==> src/rtl/uart_disp_ctrl_pkg.sv <==
// uart_disp_ctrl_pkg
//   Shared constants and types for the UART command-frame display controller.
//   Frame layout: SYNC, CMD, D0, D1, CHK   (CHK = CMD ^ D0 ^ D1)
package uart_disp_ctrl_pkg;

   localparam logic [7:0] SYNC_BYTE     = 8'hA5;
   localparam logic [7:0] CMD_SET       = 8'h01;
   localparam logic [7:0] CMD_BLANK     = 8'h02;
   localparam logic [7:0] CMD_ADD       = 8'h03;
   localparam logic [7:0] CMD_CLR_STATS = 8'h04;
   localparam int         FRAME_LEN     = 5;

   // Each state names the byte that is expected next.
   typedef enum logic [2:0] {
      ST_IDLE,
      ST_CMD,
      ST_D0,
      ST_D1,
      ST_CHK
   } state_t;

endpackage

==> src/rtl/uart_disp_ctrl_timer.sv <==
// frame_timer
//   Inter-byte timeout counter.
//   Ports:
//     clk, rst  clock / asynchronous active-high reset
//     clr       synchronous clear (wins over en)
//     en        count enable (frame in progress)
//     expire    high while enabled and the count sits at TIMEOUT_CYCLES-1
module frame_timer #(
   parameter int TIMEOUT_CYCLES = 50_000
) (
   input  logic clk,
   input  logic rst,
   input  logic clr,
   input  logic en,
   output logic expire
);

   localparam int              W    = $clog2(TIMEOUT_CYCLES);
   localparam logic [W-1:0]    LAST = W'(TIMEOUT_CYCLES - 1);

   logic [W-1:0] cnt;

   always_ff @(posedge clk or posedge rst) begin
      if (rst)       cnt <= '0;
      else if (clr)  cnt <= '0;
      else if (en)   cnt <= cnt + 1'b1;
   end

   // The owner clears the counter on expiry, so it never passes LAST.
   assign expire = en && (cnt == LAST);

endmodule

==> src/rtl/uart_disp_ctrl.sv <==
// uart_disp_ctrl
//   Parses 5-byte command frames (A5, CMD, D0, D1, CHK) from the UART
//   receiver and updates the 16-bit hex display value / blank flag.
//   Bad checksum, unknown command or inter-byte timeout drop the frame
//   with a one-cycle o_err pulse.
//   Optional: define UART_DISP_CTRL_STATS_EN to add o_err_cnt (saturating
//   error counter, cleared by command 8'h04).
//   Ports:
//     clk, rst    clock / asynchronous active-high reset
//     i_data      received byte, qualified by i_vld
//     i_vld       one-cycle strobe per byte
//     o_value     display value
//     o_blank     display blank flag
//     o_upd       pulse: value/blank updated by a command
//     o_err       pulse: frame dropped
//     o_busy      frame in progress
//     o_err_cnt   (STATS_EN only) error count
module uart_disp_ctrl
   import uart_disp_ctrl_pkg::*;
#(
   parameter int          TIMEOUT_CYCLES = 50_000,
   parameter logic [15:0] RESET_VALUE    = 16'h0000
) (
   input  logic        clk,
   input  logic        rst,
   input  logic [7:0]  i_data,
   input  logic        i_vld,
   output logic [15:0] o_value,
   output logic        o_blank,
   output logic        o_upd,
   output logic        o_err,
`ifdef UART_DISP_CTRL_STATS_EN
   output logic [7:0]  o_err_cnt,
`endif
   output logic        o_busy
);

   state_t      state, state_nxt;
   logic [7:0]  cmd_q, d0_q, d1_q;
   logic [15:0] value_nxt;
   logic        blank_nxt, upd_nxt, err_nxt;
   logic        tmo_expire, tmo_hit;
   logic        stats_clr;

   assign o_busy  = (state != ST_IDLE);
   // A byte arriving on the expiry cycle is accepted instead of timing out.
   assign tmo_hit = tmo_expire && !i_vld;

   frame_timer #(.TIMEOUT_CYCLES(TIMEOUT_CYCLES)) u_timer (
      .clk    (clk),
      .rst    (rst),
      .clr    (i_vld || !o_busy || tmo_hit),
      .en     (o_busy),
      .expire (tmo_expire)
   );

   always_ff @(posedge clk or posedge rst) begin
      if (rst) state <= ST_IDLE;
      else     state <= state_nxt;
   end

   always_comb begin
      state_nxt = state;
      value_nxt = o_value;
      blank_nxt = o_blank;
      upd_nxt   = 1'b0;
      err_nxt   = 1'b0;
      stats_clr = 1'b0;
      if (i_vld) begin
         case (state)
            ST_IDLE: if (i_data == SYNC_BYTE) state_nxt = ST_CMD;
            ST_CMD:  state_nxt = ST_D0;
            ST_D0:   state_nxt = ST_D1;
            ST_D1:   state_nxt = ST_CHK;
            ST_CHK: begin
               state_nxt = ST_IDLE;
               // Checksum gates decode so a bad frame yields exactly one error.
               if (i_data != (cmd_q ^ d0_q ^ d1_q)) begin
                  err_nxt = 1'b1;
               end else begin
                  case (cmd_q)
                     CMD_SET: begin
                        value_nxt = {d0_q, d1_q};
                        upd_nxt   = 1'b1;
                     end
                     CMD_BLANK: begin
                        blank_nxt = d0_q[0];
                        upd_nxt   = 1'b1;
                     end
                     CMD_ADD: begin
                        value_nxt = o_value + {d0_q, d1_q};
                        upd_nxt   = 1'b1;
                     end
`ifdef UART_DISP_CTRL_STATS_EN
                     CMD_CLR_STATS: begin
                        stats_clr = 1'b1;
                        upd_nxt   = 1'b1;
                     end
`endif
                     default: err_nxt = 1'b1;
                  endcase
               end
            end
            default: state_nxt = ST_IDLE;
         endcase
      end else if (tmo_hit) begin
         state_nxt = ST_IDLE;
         err_nxt   = 1'b1;
      end
   end

   always_ff @(posedge clk or posedge rst) begin
      if (rst) begin
         cmd_q   <= '0;
         d0_q    <= '0;
         d1_q    <= '0;
         o_value <= RESET_VALUE;
         o_blank <= 1'b0;
         o_upd   <= 1'b0;
         o_err   <= 1'b0;
      end else begin
         if (i_vld && state == ST_CMD) cmd_q <= i_data;
         if (i_vld && state == ST_D0)  d0_q  <= i_data;
         if (i_vld && state == ST_D1)  d1_q  <= i_data;
         o_value <= value_nxt;
         o_blank <= blank_nxt;
         o_upd   <= upd_nxt;
         o_err   <= err_nxt;
      end
   end

`ifdef UART_DISP_CTRL_STATS_EN
   // Counts in step with o_err so the new count is visible with the pulse.
   always_ff @(posedge clk or posedge rst) begin
      if (rst)                              o_err_cnt <= '0;
      else if (stats_clr)                   o_err_cnt <= '0;
      else if (err_nxt && o_err_cnt != 8'hFF) o_err_cnt <= o_err_cnt + 8'd1;
   end
`else
   logic unused_stats;
   assign unused_stats = stats_clr;
`endif

endmodule

==> config.mk <==
export PLATFORM = sky130hd
export DESIGN_NAME = uart_disp_ctrl
export DESIGN_NICKNAME = d
export VERILOG_FILES = /design/src/rtl/uart_disp_ctrl_pkg.sv /design/src/rtl/uart_disp_ctrl_timer.sv /design/src/rtl/uart_disp_ctrl.sv
export SDC_FILE = /design/constraint.sdc
export NUM_CORES = 1
export LEC_CHECK = 0
export CAP_MARGIN = 10
export CELL_PAD_IN_SITES_DETAIL_PLACEMENT = 1
export CELL_PAD_IN_SITES_GLOBAL_PLACEMENT = 2
export CORE_MARGIN = 5
export CORE_UTILIZATION = 36
export CTS_CLUSTER_SIZE = 30
export DETAILED_ROUTE_END_ITERATION = 8
export PLACE_DENSITY_LB_ADDON = 0.25
export SLEW_MARGIN = 20
export SYNTH_ARGS = -nofsm -noshare
export SYNTH_HDL_FRONTEND = slang
export SYNTH_SLANG_ARGS = --single-unit
==> constraint.sdc <==
create_clock -name clk -period 3.1 [get_ports clk]
set_clock_uncertainty 0.15 [all_clocks]
set_input_delay 0.62 -clock clk [delete_from_list [all_inputs] [get_ports clk]]
set_output_delay 0.62 -clock clk [all_outputs]
set_load 0.05 [all_outputs]
==> summary.md <==
| Metric | Value |
|---|---|
| Syn Std Cell Area | 3620 µm² |
| # Max-Cap Violations | 0 |
| Largest net degree at the start of global routing | 38 |
| Drc violations | 0 |
| Max Clock Freq | 346 MHz |
| Slowest CP cell | dfrtp_1 |
| Measured slew at the worst slew-check pin | 0.587 ns |
| Crit path max-delay family | compound AO/OA/AOI/OAI gates |
| Crit start category | flip-flop |
| Status | finished clean |
| RePlAce Congestion | 0.751 |
| Syn Area/Cell | 9.95 µm² |
| First-pass GRT wire length | between 15,000 and 20,000 µm |
| DRT iter0 DRCs | 101 |
| H-tree levels | 3 |
| Final setup vio count | 0 |
| Diodes inserted | 0 |
| DRT Wirelength | between 9000 and 10,000 µm |
| Crit path max fanout | 5 |
| Slew headroom | 0.608 |
| WP data required | 3.20 ns |
| Max incr delay on CP | about 0.44 ns |
| # fillers | 1,144 |
| CTS root buf | clkbuf_8 |
| Initial Utilization | 0.370 |
| Via density | 5.20 |
| EDFF count, synth | 0 |
| Final antenna-violating net count | 0 |
| Die Area | around 12,000 µm² |
| Final worst-path cycle share | 0.931 |
| Die Y | 110 µm |
| Tmin final | 2.89 ns |
| Wire per inst | approximately 17 µm |
| CTS buffer count | 9 |
| Worst Setup Slack, final | 0.213 ns |
| RSZ-0062 raised after global routing | no |
| I/O pins | 31 |
| Leak | ~1.9 nW |
| Post-layout nets | 443 |
| Seq cells post-synth | 62 |
| Library cells used by synthesis | 52 |
| Initial antenna violation count | 0 |
| Cell Area, Placed | 4220 µm² |
| P&R area growth vs syn | 20.8% |
| Yosys warning total | 0 |
| Worst-path cell chain | ha_1 > a2111oi_1 > o21ai_1 > a21oi_1 > a22oi_1 > xor2_1 > mux2_1 > a221oi_2 |
| Core Area | 9770 µm² |
| Final hold violations | 0 |
| Share of layout cells above drive strength 1 | 0.150 |
| Hold-fix buffers, CTS | 0 |
| Commonest non-fill, non-tap cell in the layout | dfrtp_1 |
| CP Capture Type | flip-flop |
| Gr usage total | 0.172 |
| Worst Setup Path Type | reg2reg |
| Fin area | 4370 µm² |
| Min-delay worst type | reg2reg |
| Seq/Total Area, Yosys | 0.428 |
| Commonest cells after routing, fill and taps aside | dfrtp_1 (62), nand2_1 (39), xnor2_1 (33) |
| Async set or reset register ratio after synthesis | 1.00 |
| VDD IR max | 0.244 mV |
| Detailed Place HPWL | 7270 µm |
| Ys flop type | dfrtp_1 |
| Vias in the first global route | 3,108 |
| Clk buf depth | 2 |
| Net Count, Synth | 392 |
| Power per Cell Area | 645 nW/µm² |
| CP Data Arrival Time | around 3.0 ns |
| Fin. max-slew vios | 0 |
| WP buf/inv | 0 |
| Num rows | 36 |
| CTS tree | yes |
| Setup TNS Final | 0 ns |
| Via count | between 2k and 3k |
| First-pass DRT Iterations | 6 |
| Port Buffers | 30 |
| GRT overflow | 0 |
| Clock transition at path regs | 0.07 ns |
| Post-Syn Instances | 364 |
| Die width | 110 µm |
| Sink Count | 62 |
| Pre-CTS worst setup slack | 0.0562 ns |
| Latest clock arrival within the worst-skew pair | 0.33 ns |
flip-flops by register name, indices dropped and copies added, names as in the netlist:
| name | flops |
|---|---|
| o_upd | 1 |
| o_blank | 1 |
| o_err | 1 |
| u_timer.cnt | 16 |
| o_value | 16 |
| d1_q | 8 |
| cmd_q | 8 |
| d0_q | 8 |
| state | 3 |
final cells by class:
cell class	instances	area [µm²]	share of cell area
sequential	62	1550	0.355
multi-input combinational	285	2000	0.457
inverter	7	26.3	0.00601
timing repair buffer	50	475	0.109
tap	133	166	0.0381
clock inverter	4	25.0	0.00572
clock buffer	11	131	0.0300
worst paths after layout:
check | endpoint | depth (start not counted) | slack, ns | startpoint
max | o_value[15] | 8 | 0.21 | d1_q[6]
min | u_timer.cnt[0] | 1 | 0.31 | u_timer.cnt[0]
max reg2reg | o_value[15] | 8 | 0.21 | d1_q[6]
min reg2reg | u_timer.cnt[0] | 1 | 0.31 | u_timer.cnt[0]
max in group asynchronous | d0_q[0] | 3 | 1.66 | rst
min in group asynchronous | u_timer.cnt[8] | 2 | 0.53 | rst
what timing repair did:
item	CTS	global route
resized for setup	0	1
setup endpoints to repair	0	1
buffers inserted	0	0
cell families (layout without fill, tap and decap cells):
group / after synthesis / after routing / synth area share
adder cells (fa/ha/maj): 17 / 17 / 0.0608
AND/OR/NAND/NOR: 118 / 118 / 0.159
multiplexers: 29 / 29 / 0.0902
buffers and inverters: 17 / 72 / 0.0204
flip-flops: 62 / 62 / 0.428
AO/OA/AOI/OAI: 73 / 73 / 0.125
XOR/XNOR: 48 / 48 / 0.116
synth_stat cells, types with 7 or more instances:
master	count	area, µm²
xor2_1	15	131
a21oi_1	16	80.1
nand3_1	12	60.1
o21ai_0	9	45.0
nor2_1	30	113
inv_1	7	26.3
xnor2_1	33	289
clkbuf_1	7	26.3
nand2_1	39	146
o21ai_1	16	80.1
dfrtp_1	62	1550
mux2_2	23	259
ha_1	16	200
metrics by stage:
step                hold slack (ns)  utilization  total power, W  cells
floorplan                     0.274            -         0.00193    364
global placement              0.285        0.431         0.00222    537
detailed placement            0.299        0.431         0.00225    537
CTS                           0.308        0.447         0.00286    552
global route                  0.336        0.447         0.00302    552
finish                        0.306        0.447         0.00282    552
where the power goes:
part	total [W]	internal, W	switching, W
logic	0.00105	0.000523	0.000530
registers	0.00117	0.000962	0.000211
clock network	0.000595	0.000283	0.000312
metal layers:
metal / track usage / up-vias / share of wire
met2: 0.310 / 30 / 0.52
met4: 0.0440 / 0 / 0.016
li1: - / 1393 / -
met3: 0.0326 / 11 / 0.020
met1: 0.212 / 1437 / 0.44
met5: 0 / - / 0
(Power assumes the default switching activity.)
